===== config.mk =====
export PLATFORM = sky130hd
export DESIGN_NAME = hazard_ctrl
export DESIGN_NICKNAME = d
export VERILOG_FILES = /design/src/rtl/hazard_pkg.sv /design/src/rtl/hazard_ctrl_fwd_sel.sv /design/src/rtl/hazard_ctrl.sv
export SDC_FILE = /design/constraint.sdc
export NUM_CORES = 1
export LEC_CHECK = 0
export BUFFER_PORTS_ARGS = -buffer_cell sky130_fd_sc_hd__buf_2
export CAP_MARGIN = 10
export CORE_MARGIN = 2
export CORE_UTILIZATION = 44
export DETAILED_ROUTE_END_ITERATION = 10
export GPL_ROUTABILITY_DRIVEN = 0
export PLACE_DENSITY = 0.71
export SKIP_CTS_REPAIR_TIMING = 1
export SYNTH_ARGS = -nofsm -noshare
export SYNTH_HDL_FRONTEND = slang
export SYNTH_SLANG_ARGS = --single-unit

===== constraint.sdc =====
create_clock -name clk -period 3.8 [get_ports clk]
set_input_delay 0.76 -clock clk [delete_from_list [all_inputs] [get_ports clk]]
set_output_delay 0.76 -clock clk [all_outputs]
set_load 0.02 [all_outputs]

===== src/rtl/hazard_pkg.sv =====
// Shared encodings and types for the pipeline hazard controller.
package hazard_pkg;

  // ALU operand source select encodings
  localparam logic [1:0] FWD_RF  = 2'b00;
  localparam logic [1:0] FWD_WB  = 2'b01;
  localparam logic [1:0] FWD_MEM = 2'b10;

  // Default EX-stage latency of a multi-cycle multiply/divide (legal 2..15)
  localparam int MUL_LAT_DEFAULT = 4;

  // Hazard FSM states
  typedef enum logic {
    RUN     = 1'b0,
    MULBUSY = 1'b1
  } state_t;

endpackage


===== src/rtl/hazard_ctrl_fwd_sel.sv =====
// Forwarding select for one ALU operand: MEM result beats WB result,
// and register 0 is never forwarded.
module fwd_sel
  import hazard_pkg::*;
(
  input  logic [4:0] src,
  input  logic       we_mem,
  input  logic [4:0] wa_mem,
  input  logic       we_wb,
  input  logic [4:0] wa_wb,
  output logic [1:0] fwd
);

  // Priority compare of the source register against the MEM and WB writers
  always_comb begin
    fwd = FWD_RF;
    if (we_mem && (wa_mem != 5'd0) && (wa_mem == src)) begin
      fwd = FWD_MEM;
    end else if (we_wb && (wa_wb != 5'd0) && (wa_wb == src)) begin
      fwd = FWD_WB;
    end
  end

endmodule


===== src/rtl/hazard_ctrl.sv =====
// Pipeline hazard controller: operand forwarding, load-use stall,
// taken-branch flush, multi-cycle op stall FSM and saturating
// stall/flush performance counters.
module hazard_ctrl
  import hazard_pkg::*;
#(
  parameter int MUL_LAT = MUL_LAT_DEFAULT
) (
  input  logic        clk,
  input  logic        clr_n,
  input  logic [4:0]  rsD,
  input  logic [4:0]  rtD,
  input  logic [4:0]  rsE,
  input  logic [4:0]  rtE,
  input  logic        RFWEE,
  input  logic        MtoRFSelE,
  input  logic        BranchE,
  input  logic        BrTakenE,
  input  logic        MulStartE,
  input  logic        RFWEM,
  input  logic        RFWEW,
  input  logic [4:0]  RFWAM,
  input  logic [4:0]  RFWAW,
  input  logic        cnt_clr,
  output logic        StallF,
  output logic        StallD,
  output logic        FlushD,
  output logic        FlushE,
  output logic        HoldM,
  output logic [1:0]  FwdAE,
  output logic [1:0]  FwdBE,
  output logic        MulBusy,
  output logic [15:0] StallCnt,
  output logic [15:0] FlushCnt
);

  // The op occupies EX for MUL_LAT cycles; the start cycle itself runs,
  // so MULBUSY lasts MUL_LAT-1 cycles (mcnt counts MUL_LAT-2 down to 0).
  localparam logic [3:0] MCNT_LOAD = 4'(MUL_LAT - 2);

  state_t      state_reg, state_next;
  logic [3:0]  mcnt_reg, mcnt_next;
  logic [15:0] stall_cnt_reg, flush_cnt_reg;
  logic        lu, tb;

  // One forwarding comparator per ALU operand
  fwd_sel u_fwd_a (
    .src    (rsE),
    .we_mem (RFWEM),
    .wa_mem (RFWAM),
    .we_wb  (RFWEW),
    .wa_wb  (RFWAW),
    .fwd    (FwdAE)
  );

  fwd_sel u_fwd_b (
    .src    (rtE),
    .we_mem (RFWEM),
    .wa_mem (RFWAM),
    .we_wb  (RFWEW),
    .wa_wb  (RFWAW),
    .fwd    (FwdBE)
  );

  // Hazard detection terms from the current EX/ID contents
  assign lu = RFWEE & MtoRFSelE & (rtE != 5'd0) & ((rtE == rsD) | (rtE == rtD));
  assign tb = BranchE & BrTakenE;

  // State and multi-cycle counter registers
  always_ff @(posedge clk or negedge clr_n) begin
    if (!clr_n) begin
      state_reg <= RUN;
      mcnt_reg  <= 4'd0;
    end else begin
      state_reg <= state_next;
      mcnt_reg  <= mcnt_next;
    end
  end

  // Next-state logic and stall/flush/hold outputs (no registered latency)
  always_comb begin
    state_next = state_reg;
    mcnt_next  = mcnt_reg;
    StallF     = 1'b0;
    StallD     = 1'b0;
    FlushD     = 1'b0;
    FlushE     = 1'b0;
    HoldM      = 1'b0;
    MulBusy    = 1'b0;
    case (state_reg)
      RUN: begin
        if (MulStartE) begin
          state_next = MULBUSY;
          mcnt_next  = MCNT_LOAD;
        end
        // A taken branch squashes the stalled instruction anyway, so it wins
        if (tb) begin
          FlushD = 1'b1;
          FlushE = 1'b1;
        end else if (lu) begin
          StallF = 1'b1;
          StallD = 1'b1;
          FlushE = 1'b1;
        end
      end
      MULBUSY: begin
        StallF  = 1'b1;
        StallD  = 1'b1;
        FlushE  = 1'b1;
        HoldM   = 1'b1;
        MulBusy = 1'b1;
        if (mcnt_reg == 4'd0) begin
          state_next = RUN;
        end else begin
          mcnt_next = mcnt_reg - 4'd1;
        end
      end
      default: begin
        state_next = RUN;
        mcnt_next  = 4'd0;
      end
    endcase
  end

  // Saturating performance counters; clear beats increment
  always_ff @(posedge clk or negedge clr_n) begin
    if (!clr_n) begin
      stall_cnt_reg <= 16'd0;
      flush_cnt_reg <= 16'd0;
    end else if (cnt_clr) begin
      stall_cnt_reg <= 16'd0;
      flush_cnt_reg <= 16'd0;
    end else begin
      if (StallD && (stall_cnt_reg != 16'hFFFF)) begin
        stall_cnt_reg <= stall_cnt_reg + 16'd1;
      end
      if (tb && (state_reg == RUN) && (flush_cnt_reg != 16'hFFFF)) begin
        flush_cnt_reg <= flush_cnt_reg + 16'd1;
      end
    end
  end

  assign StallCnt = stall_cnt_reg;
  assign FlushCnt = flush_cnt_reg;

endmodule


; Word-level counts from Yosys, hierarchy flattened
; Index checks and enable logic that the tools add are counted.
[totals]
ff_bits = 37
latchBits = 0
wordCells = 61
in_bits = 40
out_inout_bits = 42
memories = 0
rom_bits = 0
mem_bits_rw = 0
[classes]
n_eq_ne = 10
mux = 22
reduce_logical = 16
order_cmp = 0
shift = 0
div = 0
n_mul = 0
addsub = 3
n_bitwise = 6
[ops]
columns = operator, count
row1 = 2-to-1 mux 16 bit, 4
row2 = "adder 16 x 1 -> 16 bit, second input constant", 2
row3 = "!= test 16 bit, second input constant", 2
row4 = == test 5 bit, 6
row5 = nonzero test 5 bit, 3
row6 = 2-to-1 mux 1 bit, 10
row7 = logical AND 1 bit, 9
row8 = 2-to-1 mux 4 bit, 2
row9 = one-hot mux 4 bit (2 select lines), 1
row10 = one-hot mux 1 bit (2 select lines), 3
row11 = bitwise AND 1 bit, 4
row12 = logical NOT 4 bit, 1
row13 = 2-to-1 mux 2 bit, 2
row14 = "!= test 2 bit, second input constant", 2
row15 = nonzero test 2 bit, 2
row16 = "subtractor 4 x 1 -> 4 bit, second input constant", 1
row17 = AND reduction 2 bit, 1
row18 = inverter 1 bit, 1
row19 = OR 1 bit, 1

; Depth between registers and ports, before layout
; Gate-level depths: netlist (run 1).
[logic_depth]
ltp_word = 9
mapped_depth = 9
mapped_depth_nobuf = 7

; Hierarchy
; Synthesis (run 1) repeated with hierarchy kept, for this count alone.
[hier_totals]
cells_unflattened = 270
area_unflattened_um2 = 2444.8
[by_module_without_submodules]
columns = module, seq_area_each_um2, cells_each, area_each_um2, n_inst
row1 = hazard_ctrl, 925.9, 230, 2142.1, 1
row2 = fwd_sel, 0.0, 20, 151.4, 2

; Worst setup path after synthesis (run 1)
; No wires, ideal clock.
[synth_path]
path_type = in2out
from = in RFWAM[1]
to = out FwdAE[0]
arrival_time_ps = 2377
cell_stages = 4
slack_ps = 663
n_path_buf = 0
t_required_ps = 3040
path_cell_list = or4_1 -> o21ai_0 -> nor4_1 -> nor4_1
[synth_between]
elab_chain_len = 4
elab_cells_between_ends = 5
cone_classes = 1 x eq/ne / 1 x mux / 3 x reduce/logical
[synth_lines]
columns = element, line_no
row1 = "start, declared", hazard_ctrl.sv:22  ; input logic [4:0] RFWAM,
row2 = nonzero test 5 bit, hazard_ctrl_fwd_sel.sv:17  ; if (we_mem && (wa_mem != 5'd0) && (wa_mem == src)) begin
row3 = logical AND 1 bit, hazard_ctrl_fwd_sel.sv:17
row4 = logical AND 1 bit *, hazard_ctrl_fwd_sel.sv:17
row5 = 2-to-1 mux 2 bit *, hazard_ctrl_fwd_sel.sv:17
row6 = "end, declared", hazard_ctrl.sv:30  ; output logic [1:0] FwdAE,
; Every way passes the cells marked *; elsewhere a longest branch is shown, timed or not.

; Worst setup path in the final report (run 1)
; Same ends and word-level chain as after synthesis.

==> impl_metrics.yaml, run 1 <==
cells_and_area:
  drive_above_1_share: 0.283
  stdcell_count: 415
  fill_cells: 513
  fin_util: 0.548
  nets: 385
  diodes: 0
  design_area_sq_um: 3000
  area_growth_pct: 21.3
yosys:
  synth_edf_count: 0
  synthDominantCellAreaShare: 0.375
  ys_warn_count: 0
  synthTopCellsByArea: "dfrtp_1 37%, xor2_1 12%, xnor2_1 4.6%"
  synth_compound_area_frac: 0.0876
  synth_xor_area_frac: 0.167
  synthAdderAreaFrac: 0.0152
  synth_top_family_by_area: "simple AND/OR/NAND/NOR gates"
  ys_seq_elements: 37
  syn_nets: 313
  netlist_area_sq_um: 2470
  synth_async_sr_flop_share: 1.00
  yosysSeqAreaShare: 0.375
  synthFlopType: "dfrtp_1"
  synth_largest_area_cell: "dfrtp_1"
  synth.avg_cell_area_sq_um: 9.15
  synthSimpleGateAreaFrac: 0.278
  syn_inst: 270
  muxShareOfSynthArea: 0.0223
  ys_types: 47
worst_setup_path:
  cpPeakStageDelay_ns: 0.50
  reg2reg_from: "StallCnt[7]"
  critPathKind: "primary input to output pin"
  worst-path-max-fanout: 3
  crit_chain: "buf_2 > or4_1 > o21ai_0 > nor4_1 > nor4_1 > buf_2"
  reg2regPathDepth: 6
  rr_endpoint: "StallCnt[8]"
  required_ns: 3.04
  crit_path_end_kind: "output pin"
  start_kind: "primary input"
  critPathSlowestCell: "or4_1"
  critPathArrivalTime_ns: 2.23
  ff2ff_setup_slack_ns: 1.35
grt:
  grt.overflow.total: 0
  grt_pass1_wl_microns: 9570
  track_usage: 0.190
  grt_pass1_vias: 2109
  antenna_found_initial: 0
  grt_max_degree: 40
sta:
  tns_ns: 0
  fmax_mhz: 334
  setup_viol: 0
  final.min_clock_period_ns: 2.99
  rsz0062_at_grt: "false"
  drv_slew: 0
  tightestPinTransition_ns: 0.951
  hold_viol: 0
  fin_worst_skew_ns: 0.00502
  slew_headroom: 0.363
  fin_crit_sh: 0.787
floorplanning:
  fp-row-count: 27
  die_h_microns: 78.9
  die_w_microns: 78.9
  ios: 82
  start_util: 0.451
  dieArea_sq_um: 6230
  coreArea_sq_um: 5470
cts:
  numClockSinks: 37
  cts_buffers: 5
  htreeDepth: 2
  insertion_delay_ns: 0.29
  clockRootBuffer: "clkbuf_8"
  clock_path_buffers: 2
  cts_tree: "yes"
  clkSlewWorstSetupHoldPaths_ns: 0.07
drt:
  drt_iter0_markers: 141
  final_antenna_net_count: 0
  vias: 2275
  routed_wl_microns: 5880
  drc: 0
  dr.pass1.iters: 4
  vias_per_cell: 5.48
  wire_per_inst_microns: 14.2
pwr:
  ir_worst_vdd_uv: 220
  powerDensity_nw_per_um2: 394
  p_leak_nw: 1.45
  p_total_mw: 1.18
placement:
  post-dp-hpwl_microns: 4390
  port_buffers: 81
  dpl.cell_count: 407
  placed_cell_area_sq_um: 2860
hold_path:
  min_path_type: "primary input to asynchronous set/reset pin"
run_status:
  status: "finished clean"
run:
  drv_cap: 0
[worst max-delay path: cells and delay by family]
kind                   cells  cell delay (ns)
AO/OA/AOI/OAI              1             0.23
buffers and inverters      2             0.33
AND/OR/NAND/NOR            3             0.90
[routing by layer]
metal,global-route usage,up-vias,part of all wire
met5,0,-,0
li1,-,1104,-
met4,0.0466,0,0.0094
met1,0.238,1091,0.43
met2,0.332,74,0.49
met3,0.0443,6,0.070
[cell usage in the layout (no fill, tap or decap), types with 7 or more instances in the layout]
master / n
nand2_1: 13
nand3_1: 16
nor2b_1: 8
o21ai_0: 8
nor4_1: 8
nor2_1: 29
nand4_1: 8
inv_1: 7
xor2_1: 34
dfrtp_1: 37
or4_1: 14
buf_2: 81
xnor2_1: 13
a21oi_1: 8
and3_1: 7
[stage by stage]
stage | worst slack [ns] | hold slack [ns]
6_report | 0.808 | 0.565
4_1_cts | 0.774 | 0.570
2_1_floorplan | 0.663 | 0.464
3_3_place_gp | 0.857 | 0.541
5_1_grt | 0.616 | 0.589
3_5_place_dp | 0.775 | 0.555
[cells in the mapped netlist (2+ instances only)]
library cell,number
inv_1,7
nand2_1,13
ha_1,3
nand3_1,16
xor2_1,34
buf_4,6
buf_6,3
o31ai_1,5
nand4_1,8
o21a_1,2
and4_1,3
nor4_1,8
nor2b_1,8
o21ai_0,8
clkbuf_1,6
xnor2_1,13
dfrtp_1,37
nor3_2,2
mux2_1,4
nor3_1,2
nor3b_1,2
and3_1,7
nor2_1,29
or4_1,14
a21oi_1,8
[cell type report]
type / instances / area (sq um) / share of cell area
Timing Repair Buffer: 82 / 413 / 0.138
Multi-Input combinational cell: 209 / 1410 / 0.470
Sequential cell: 37 / 926 / 0.309
Clock buffer: 5 / 68.8 / 0.0230
Inverter: 7 / 26.3 / 0.00877
Tap cell: 72 / 90.1 / 0.0301
Clock inverter: 3 / 65.1 / 0.0217
[cell families after synthesis]
family,Yosys count
AND/OR/NAND/NOR,121
multiplexers,5
buffers and inverters,24
adder cells (fa/ha/maj),3
flip-flops,37
AO/OA/AOI/OAI,33
XOR/XNOR,47
[how the worst max path moves through the flow]
stage	to	startpoint	depth (start not counted)
6_report	FwdAE[0]	RFWAM[1]	6
2_1_floorplan	FwdAE[0]	RFWAM[1]	4
4_1_cts	FwdAE[0]	RFWAM[1]	6
3_3_place_gp	FwdAE[0]	RFWAM[1]	6
5_1_grt	FwdAE[0]	RFWAM[1]	6
3_5_place_dp	FwdAE[0]	RFWAM[1]	6
[power breakdown]
group / switching [mW] / internal [mW] / leakage (nW) / total, mW
combinational: 0.179 / 0.125 / 0.877 / 0.304
clock: 0.143 / 0.261 / 0.0681 / 0.403
sequential: 0.0462 / 0.429 / 0.504 / 0.475
total: 0.367 / 0.815 / 1.45 / 1.18
No activity file was read; power rests on OpenSTA's default activity.
==> run 2, diff against run 1 <==
--- a/config.mk
+++ b/config.mk
@@ -5,13 +5,14 @@
 export SDC_FILE = /design/constraint.sdc
 export NUM_CORES = 1
 export LEC_CHECK = 0
+export ABC_AREA = 1
 export BUFFER_PORTS_ARGS = -buffer_cell sky130_fd_sc_hd__buf_2
 export CAP_MARGIN = 10
 export CORE_MARGIN = 2
 export CORE_UTILIZATION = 44
 export DETAILED_ROUTE_END_ITERATION = 10
 export GPL_ROUTABILITY_DRIVEN = 0
-export PLACE_DENSITY = 0.71
+export PLACE_DENSITY = 0.73
 export SKIP_CTS_REPAIR_TIMING = 1
 export SYNTH_ARGS = -nofsm -noshare
 export SYNTH_HDL_FRONTEND = slang
==> constraint.sdc (replaced) <==
create_clock -name clk -period 2.5 [get_ports clk]
set_input_delay 0.5 -clock clk [delete_from_list [all_inputs] [get_ports clk]]
set_output_delay 0.5 -clock clk [all_outputs]
set_load 0.02 [all_outputs]
==> run 2 against run 1 <==
Effect of this change:
- critical path depth is the same
- sequential power rose by 48%
- via count grew 20%
- setup slack lost 0.48 ns
- worst hold slack got worse by 0.26 ns
- non-clock buffer count is 1 higher
- area after synthesis grew 10%
- sequential share of layout area down 2.4 points
- final cell count rose by 30%
- global-route usage about the same
- register-to-register slack worse by 0.87 ns
- critical endpoint unchanged
==> impl_metrics.yaml, run 2 <==
sta:
  fin_worst_skew_ns: 0.00909
  drv_slew: 0
  tns_ns: 0
  slew_headroom: 0.445
  hold_viol: 0
  setup_viol: 0
  final.min_clock_period_ns: 2.17
  fmax_mhz: 460
  setup_ws_ns: 0.325
  fin_crit_sh: 0.870
  rsz0062_at_grt: "false"
  tightestPinTransition_ns: 0.832
drt:
  wire_per_inst_microns: 12.0
  final_antenna_net_count: 0
  vias: 2725
  vias_per_cell: 5.05
  routed_wl_microns: 6460
  drt_iter0_markers: 147
  dr.pass1.iters: 5
  drc: 0
floorplanning:
  start_util: 0.458
  ios: 82
  coreArea_sq_um: 5960
  fp-row-count: 28
  dieArea_sq_um: 6850
  die_h_microns: 82.8
  die_w_microns: 82.8
yosys:
  synth_commonest_cells: "84 x nand2_1, 49 x inv_1, 40 x nor2_1"
  ys_seq_elements: 37
  synth.avg_cell_area_sq_um: 7.03
  synth.most_common_cell: "nand2_1"
  synth_edf_count: 0
  ys_warn_count: 0
  synthDominantCellAreaShare: 0.339
  syn_inst: 388
  synthTopCellsByArea: "dfrtp_1 34%, nand2_1 12%, xor2_1 7.4%"
  synth_largest_area_cell: "dfrtp_1"
  synth_async_sr_flop_share: 1.00
  ys_types: 30
  netlist_area_sq_um: 2730
  yosysSeqAreaShare: 0.339
  syn_nets: 431
  synthFlopType: "dfrtp_1"
grt:
  met1_usage: 0.249
  antenna_found_initial: 0
  grt_pass1_wl_microns: 10300
  use_met3: 0.0424
  met2_usage: 0.323
  grt.overflow.total: 0
  track_usage: 0.190
  grt_max_degree: 38
  grt_pass1_vias: 2390
  grt-busiest-layer: "met2"
cells_and_area:
  design_area_sq_um: 3250
  layout_common_cells: "84 x nand2_1, 81 x buf_2, 49 x inv_1, 40 x nor2_1, 39 x nand3_1"
  drive_above_1_share: 0.230
  area_growth_pct: 19.0
  layout_commonest_cell: "nand2_1"
  diodes: 0
  nets: 507
placement:
  placed_cell_area_sq_um: 3160
  post-dp-hpwl_microns: 4820
  port_buffers: 81
  dpl_worst_slack_ns: 0.355
cts:
  cts_buffers: 5
  cts_tree: "yes"
  clock_path_buffers: 2
  numClockSinks: 37
  insertion_delay_ns: 0.29
  clockRootBuffer: "clkbuf_8"
  clkSlewWorstSetupHoldPaths_ns: 0.08
  htreeDepth: 2
pwr:
  ir_worst_vdd_uv: 332
  p_leak_nw: 1.79
  powerDensity_nw_per_um2: 530
worst_setup_path:
  crit_chain: "buf_2 > or2_2 > o41ai_1 > nor3_1 > nor2_1 > buf_2"
  crit_top_cell: "buf_2"
  start_kind: "primary input"
  critPathArrivalTime_ns: 1.67
  worst-path-max-fanout: 3
  critPathSlowestCell: "o41ai_1"
  required_ns: 2.00
  critPathKind: "primary input to output pin"
  crit_path_end_kind: "output pin"
  cpPeakStageDelay_ns: 0.35
hold_path:
  min_path_type: "primary input to asynchronous set/reset pin"
run:
  drv_cap: 0
run_status:
  status: "finished clean"
==> run 2: cell count changes in the layout (fill, tap and decap cells not counted), sizes merged, moves of 7 or more <==
cell and delta:
nor2b -8, or4 -14, and3 -8, nor4 -8, nand2 +77, nand3 +23
o21ai +7, nor2 +15, inv +45, nand4 +18, xor2 -11, nor3 +11
==> run 2: worst paths after layout <==
check,slack (ns),from,end,cells past startpoint
max,0.33,RFWAM[0],FwdAE[0],6
min,0.31,clr_n,StallCnt[4],1
max reg2reg,0.48,FlushCnt[0],FlushCnt[1],8
min reg2reg,0.52,mcnt_reg[1],mcnt_reg[1],2
max in group asynchronous,1.67,clr_n,FlushCnt[9],1
min in group clk,0.46,cnt_clr,FlushCnt[10],2
==> run 2: routing by layer <==
| metal | vias up | wire length (microns) | share of wire |
|---|---|---|---|
| met3 | 2 | 436 | 0.068 |
| met4 | 0 | 34 | 0.0053 |
| li1 | 1402 | - | - |
| met2 | 74 | 2980 | 0.46 |
| met5 | - | 0 | 0 |
| met1 | 1247 | 3010 | 0.47 |
==> run 2: metrics by stage <==
step / power, mW / cells / util / hold slack, ns
after floorplan: 1.16 / 388 / - / 0.204
after global placement: 1.31 / 532 / 0.531 / 0.484
after detailed placement: 1.32 / 532 / 0.531 / 0.495
after CTS: 1.74 / 540 / 0.545 / 0.335
after global routing: 1.85 / 540 / 0.545 / 0.385
final: 1.72 / 540 / 0.545 / 0.307
==> run 2: power by group <==
part	internal [mW]	switching, mW
clock	0.193	0.222
sequential	0.659	0.0433
combinational	0.196	0.410
==> run 2: cell families (layout without fill, tap and decap cells) <==
family                     count (synthesis)  after routing  synth area share
adders and majority gates                  3              3            0.0138
DFF                                       37             37             0.339
and+or+nand+nor                          217            217             0.372
buffers and inverters                     66            143             0.101
xor gates and xnor gates                  37             37             0.119
AOI/OAI and AO/OA                         28             28            0.0550
==> run 2: area by class of cell <==
cell class	instances	area (sq um)
fillers	570	2710
multi-input cells	285	1530
flip-flops and latches	37	926
repair buffers	83	420
inverters	52	195
well taps	75	93.8
clock buffers	5	68.8
clock inverters	3	17.5
==> run 2: worst max-delay path, delay by kind of cell <==
kind / cells / cell delay [ns]
and+or+nand+nor: 3 / 0.53
AOI/OAI and AO/OA: 1 / 0.35
buffers and inverters: 2 / 0.30
